===== src/rtl/pc_seq_pkg.sv =====
// Shared encodings and defaults for the PC sequencer and the branch control block.
// Latency: n/a (package only).
// Backpressure: n/a (package only).
package pc_seq_pkg;

    // Next-PC source codes driven on selectmux by branch control.
    localparam logic [2:0] SEL_SEQ   = 3'b000;
    localparam logic [2:0] SEL_BR    = 3'b001;
    localparam logic [2:0] SEL_MV    = 3'b010;
    localparam logic [2:0] SEL_BALN  = 3'b011;
    localparam logic [2:0] SEL_BALRN = 3'b100;

    // Defaults for the sequencer parameters.
    localparam logic [31:0] RESET_PC_DEFAULT = 32'h0000_0000;
    localparam logic [4:0]  LINK_REG_DEFAULT = 5'd31;

    // One pending link-register write: destination index plus value.
    typedef struct packed {
        logic [4:0]  dest;
        logic [31:0] data;
    } link_entry_t;

    // Instructions are word aligned, so the low two bits of any target are dropped.
    function automatic logic [31:0] align_target(input logic [31:0] target);
        return {target[31:2], 2'b00};
    endfunction

    // Codes 101..111 have no defined source.
    function automatic logic sel_is_legal(input logic [2:0] sel);
        return (sel <= SEL_BALRN);
    endfunction

    // Every legal code other than sequential moves the PC off the fall-through path.
    function automatic logic sel_is_jump(input logic [2:0] sel);
        return (sel != SEL_SEQ) && (sel <= SEL_BALRN);
    endfunction

endpackage


===== src/rtl/pc_sequencer_link_buffer.sv =====
// Single-entry holding register for link-register writes toward the register file.
// Latency: entry visible one cycle after capture; retires on the edge where valid & ready.
// Backpressure: busy when a new request arrives while the held entry cannot drain.
module link_buffer
    import pc_seq_pkg::*;
#(
    parameter logic [4:0] DEST = LINK_REG_DEFAULT
) (
    input  logic        clk,
    input  logic        reset,
    input  logic        req,
    input  logic        stall,
    input  logic        ready,
    input  logic [31:0] capture_data,
    output logic        valid,
    output logic [4:0]  dest,
    output logic [31:0] data,
    output logic        busy
);

    logic        valid_q;
    link_entry_t entry_q;
    logic        drain;
    logic        capture;

    // The slot is free for a new capture if it is empty or retiring this same edge.
    always_comb begin
        busy    = req & valid_q & ~ready;
        drain   = valid_q & ready;
        capture = req & ~stall & ~busy;
    end

    // Capture wins over drain so a back-to-back link write replaces the retiring one without a bubble.
    always_ff @(posedge clk) begin
        if (reset) begin
            valid_q <= 1'b0;
            entry_q <= '0;
        end else if (capture) begin
            valid_q      <= 1'b1;
            entry_q.dest <= DEST;
            entry_q.data <= capture_data;
        end else if (drain) begin
            // Payload is left as-is after retiring; only the valid flag drops.
            valid_q <= 1'b0;
        end
    end

    assign valid = valid_q;
    assign dest  = entry_q.dest;
    assign data  = entry_q.data;

endmodule


===== src/rtl/pc_sequencer.sv =====
// Program counter owner: picks next PC from five sources, emits link writes and redirect pulses.
// Latency: PC, redirect and link_valid update one cycle after their inputs are presented.
// Backpressure: stall or an undrainable link entry (busy) freezes the PC and link capture.
module pc_sequencer
    import pc_seq_pkg::*;
#(
    parameter logic [31:0] RESET_PC = RESET_PC_DEFAULT,
    parameter logic [4:0]  LINK_REG = LINK_REG_DEFAULT
) (
    input  logic        clk,
    input  logic        reset,
    input  logic        stall,
    input  logic [2:0]  selectmux,
    input  logic        link_req,
    input  logic [31:0] target_br,
    input  logic [31:0] target_mv,
    input  logic [31:0] target_baln,
    input  logic [31:0] target_balrn,
    input  logic        link_ready,
    output logic [31:0] pc,
    output logic [31:0] pc_plus4,
    output logic        link_valid,
    output logic [4:0]  link_dest,
    output logic [31:0] link_data,
    output logic        redirect,
    output logic        busy,
    output logic        sel_err
);

    logic [31:0] pc_q;
    logic [31:0] next_pc;
    logic        redirect_q;
    logic        sel_err_q;
    logic        link_busy;
    logic        hold;

    // Fall-through address; wraps modulo 2^32 with no error indication.
    assign pc_plus4 = pc_q + 32'd4;

    // The PC freezes for an external stall or while a second link write is waiting for room.
    assign hold = stall | link_busy;

    // Next-PC source mux; illegal codes fall back to the sequential address.
    always_comb begin
        next_pc = pc_plus4;
        case (selectmux)
            SEL_SEQ:   next_pc = pc_plus4;
            SEL_BR:    next_pc = align_target(target_br);
            SEL_MV:    next_pc = align_target(target_mv);
            SEL_BALN:  next_pc = align_target(target_baln);
            SEL_BALRN: next_pc = align_target(target_balrn);
            default:   next_pc = pc_plus4;
        endcase
    end

    // PC and redirect pulse; a held cycle never reports a redirect.
    always_ff @(posedge clk) begin
        if (reset) begin
            pc_q       <= RESET_PC;
            redirect_q <= 1'b0;
        end else if (hold) begin
            redirect_q <= 1'b0;
        end else begin
            pc_q       <= next_pc;
            redirect_q <= sel_is_jump(selectmux);
        end
    end

    // Illegal codes are flagged even on held cycles and the flag sticks until reset.
    always_ff @(posedge clk) begin
        if (reset) begin
            sel_err_q <= 1'b0;
        end else if (!sel_is_legal(selectmux)) begin
            sel_err_q <= 1'b1;
        end
    end

    // The link value is the fall-through address of the linking instruction.
    link_buffer #(
        .DEST (LINK_REG)
    ) u_link_buffer (
        .clk          (clk),
        .reset        (reset),
        .req          (link_req),
        .stall        (stall),
        .ready        (link_ready),
        .capture_data (pc_plus4),
        .valid        (link_valid),
        .dest         (link_dest),
        .data         (link_data),
        .busy         (link_busy)
    );

    assign pc       = pc_q;
    assign redirect = redirect_q;
    assign sel_err  = sel_err_q;
    assign busy     = link_busy;

endmodule


===== config.mk =====
export PLATFORM = sky130hd
export DESIGN_NAME = pc_sequencer
export DESIGN_NICKNAME = d
export VERILOG_FILES = /design/src/rtl/pc_seq_pkg.sv /design/src/rtl/pc_sequencer_link_buffer.sv /design/src/rtl/pc_sequencer.sv
export SDC_FILE = /design/constraint.sdc
export NUM_CORES = 1
export LEC_CHECK = 0
export CELL_PAD_IN_SITES_DETAIL_PLACEMENT = 1
export CELL_PAD_IN_SITES_GLOBAL_PLACEMENT = 1
export CORE_MARGIN = 4
export CORE_UTILIZATION = 40
export CTS_CLUSTER_SIZE = 30
export DETAILED_ROUTE_END_ITERATION = 16
export DONT_BUFFER_PORTS = 1
export PLACE_DENSITY_LB_ADDON = 0.15
export SKIP_CTS_REPAIR_TIMING = 1
export SLEW_MARGIN = 30
export SYNTH_ARGS = -nofsm -noshare
export SYNTH_HDL_FRONTEND = slang
export SYNTH_SLANG_ARGS = --single-unit
export TNS_END_PERCENT = 100

===== constraint.sdc =====
create_clock -name clk -period 1.8 [get_ports clk]
set_input_delay 0.27 -clock clk [delete_from_list [all_inputs] [get_ports clk]]
set_output_delay 0.27 -clock clk [all_outputs]
set_load 0.01 [all_outputs]

==> impl_metrics.py <==
metrics = {
    "critical_path": {
        "critical-path-top-delay-family": "simple AND/OR/NAND/NOR gates",
        "critPathKind": "reg -> out",
        "path_max_fanout": 7,
        "cp_data_arrival_time_ps": 1990,
        "startpoint": "pc[2]$_SDFFE_PP0N_",
        "r2r_slack_ps": -140,
        "crit_required_ps": 1530,
        "slowest_stage": "xnor2_2",
        "cp-start-kind": "register",
        "r2r_start": "pc[2]$_SDFFE_PP0N_",
        "max_stage_delay_ps": 360,
        "critical_path_buf_inv_count": 1,
        "worstPathCellList": "ha_2, nand3_4, nor3_2, buf_4, nand4_1, xnor2_2",
        "reg2regPathDepth": 8,
        "r2r_end": "pc[24]$_SDFFE_PP0N_",
        "cp-end-kind": "output port",
    },
    "power_and_ir_drop": {
        "clkPwrFrac": 0.351,
        "pwr-share-comb": 0.245,
        "p_switching_uw": 1290,
        "seq_power_share": 0.404,
        "power.internal_uw": 2700,
        "netSwitchingFraction": 0.324,
        "power_leakage_uw": 0.00252,
        "ir_worst_vdd_mv": 0.450,
        "power_density_nw_per_um2": 658,
    },
    "synth": {
        "synth_top_family_by_area": "compound AO/OA/AOI/OAI gates",
        "yosysSeqAreaShare": 0.288,
        "ys_ff_latch": 64,
        "synth_xor_area_frac": 0.0551,
        "synth_warnings": 0,
        "ys.flop_type": "dfxtp_1",
        "yosys.area_share.simple": 0.232,
        "synth_area_leaders": "dfxtp_1 29%, a21oi_1 4.4%, xnor2_1 4.1%, mux2i_1 4.1%, nor2_1 3.6%",
        "syn_area_per_cell_um2": 7.90,
        "async_reset_ff_frac": 0,
        "synth_area_leader_cell": "dfxtp_1",
        "synth-compound-area-share": 0.296,
        "yosysTopAreaCellShare": 0.288,
        "synth_edf_count": 0,
        "synth.area.mux_share": 0.0456,
        "netlist_instances": 563,
        "synthAdderAreaFrac": 0.00844,
        "synth_cell_type_count": 64,
        "synth_area_um2": 4450,
    },
    "timing": {
        "hold_violations": 0,
        "slew_headroom": 0.644,
        "worst_pin_slew_ps": 531,
        "slew_viol_final": 0,
        "period_share": 1.25,
        "clock-skew-final_ps": 5.42,
        "fmax_mhz": 443,
        "fin_ws_ps": -458,
        "rsz0062_at_grt": "true",
        "final-setup-viol-count": 44,
        "period_minus_slack_ps": 2260,
    },
    "routing": {
        "drtIter0Drc": 344,
        "wl_per_cell_um": 24.6,
        "final_antenna_net_count": 0,
        "drc": 0,
        "firstDrtPassIters": 5,
        "via_per_inst": 6.08,
        "wl_mm": 19.3,
        "vias": 4767,
    },
    "hold_path": {
        "min-delay-start": "reset",
        "min_path_cells": 1,
        "min_to": "pc[22]$_SDFFE_PP0N_",
        "hold_class": "in -> reg",
    },
    "final_layout": {
        "drive_gt1_frac": 0.351,
        "utilization": 0.560,
        "n_antenna_cell": 0,
        "syn_to_final_growth_pct": 36.5,
        "final_nets": 778,
    },
    "placement": {
        "place_congestion": 0.837,
        "dp_hpwl_mm": 13.9,
        "post-place-ws_ps": -63.6,
        "io_buffer_count": 0,
    },
    "global_routing": {
        "antenna_found_initial": 0,
        "grt_pass1_wl_mm": 27.2,
        "track_usage": 0.269,
        "grt_max_degree": 61,
        "first_global_vias": 4738,
        "grt_overflow_total": 0,
    },
    "clock_network": {
        "clkSinkCount": 64,
        "root_buffer": "clkbuf_8",
        "clk_latency_ps": 360,
        "cts_max_level": 3,
        "clockBufferDepth": 2,
        "cts_tree": "yes",
        "clk_pin_slew_worst_paths_ps": 80,
        "cts_made_buffers": 9,
    },
    "floorplan": {
        "dieArea_um2": 12900,
        "core_area_um2": 10800,
        "die_h_um": 113,
        "start_util": 0.410,
        "rows": 38,
        "io_pins": 241,
        "die_w_um": 113,
    },
    "status": {
        "violations": "setup timing",
        "status": "finished, violations left",
    },
    "job": {
        "maxCapViolCount": 0,
    },
}
==> metrics by stage <==
stage,setup TNS (ps),std cells,power [uW],hold slack [ps],cell area (um^2)
3_5_place_dp,-463,743,2500,347,5190
5_1_grt,-13600,784,4140,11.5,6070
6_report,-8870,784,3990,26.4,6070
4_1_cts,-9570,759,3880,-45.9,5400
2_1_floorplan,-126,568,2220,447,4580
3_3_place_gp,-102,743,2480,343,5190
==> routing by layer <==
layer  share of wire  global-route usage
met5               0                   0
met4           0.011              0.0537
met3           0.077              0.0775
met2            0.48               0.424
met1            0.43               0.370
==> state kept, by name (all words and copies together) (netlist names) <==
register and count:
u_link_buffer.valid 1, pc 30, redirect 1, sel_err 1, u_link_buffer.dest 1, u_link_buffer.data 30
==> power by group through the flow <==
stage	Combinational, uW	Clock [uW]	Sequential [uW]
final	978	1400	1610
after global routing	1050	1470	1630
after CTS	871	1400	1610
after detailed placement	864	0	1640
after global placement	843	0	1630
after floorplan	557	0	1670
==> cell usage in the layout (no fill, tap or decap), types with 5 or more instances in the layout <==
master / instances
a211oi_1: 13
a21oi_1: 36
a221oi_1: 5
a22oi_1: 15
a32o_1: 5
and3_1: 6
buf_4: 95
buf_6: 18
clkbuf_8: 10
conb_1: 6
dfxtp_1: 46
dfxtp_2: 12
dfxtp_4: 6
inv_1: 16
mux2i_1: 18
nand2_1: 40
nand2b_1: 11
nand3_1: 8
nand3_4: 6
nand4_1: 11
nor2_1: 39
nor2b_1: 14
nor3_1: 8
nor4_4: 6
o21ai_0: 30
o21ba_2: 11
o21bai_1: 13
o31a_1: 5
o32ai_1: 5
xnor2_1: 8
xnor2_2: 8
xnor2_4: 5
==> worst register-to-register path, stage by stage, from the launching register on <==
cell and delay (ps):
dfxtp_2 350, ha_2 220, nand3_4 140, nor3_2 190, buf_4 170, nand4_1 190, buf_4 220, o31a_1 270
o32ai_1 110
==> worst max path at each step <==
stage	to	slack [ps]	cells after the start
final	pc_plus4[24]	-460	6
after global routing	pc_plus4[24]	-560	6
after CTS	pc_plus4[24]	-470	6
after detailed placement	pc_plus4[24]	-60	6
after global placement	pc_plus4[24]	-30	6
after floorplan	pc[18]$_SDFFE_PP0N_	-50	6
==> synthesized netlist by cell type (3+ instances only) <==
cell type  count
dfxtp_1       64
nor2_1        43
nand2_1       42
a21oi_1       39
clkbuf_1      32
o21ai_0       31
xnor2_1       21
mux2i_1       18
inv_1         17
a22oi_1       15
nand3_1       15
nor2b_1       14
a211oi_1      13
o21ba_2       13
o21bai_1      13
buf_4         11
nand2b_1      11
nand4_1       11
and3_1        10
nor3_1        10
buf_2          7
xor2_1         7
o32ai_1        6
a221oi_1       5
a32o_1         5
buf_1          5
nor4_1         5
o31a_1         5
a211o_1        4
a221o_1        4
a22o_1         4
a31oi_1        4
nand3b_1       4
o31ai_1        4
a21o_1         3
and2_1         3
ha_1           3
o211ai_1       3
or4b_2         3
==> cell type report <==
type	count	area (um^2)
sequential	64	1320
clock buffer	12	166
multi-input combinational	431	3330
tap	140	175
fill	1255	4770
inverter	17	63.8
clock inverter	4	48.8
timing repair buffer	116	966
==> kinds of logic after synthesis <==
group | Yosys count
DFF | 64
muxes | 20
and+or+nand+nor | 189
adders and majority gates | 3
buffers and inverters | 73
other | 1
xor gates and xnor gates | 28
AOI/OAI and AO/OA | 185
Note: power is estimated with default switching activity, not from simulation.
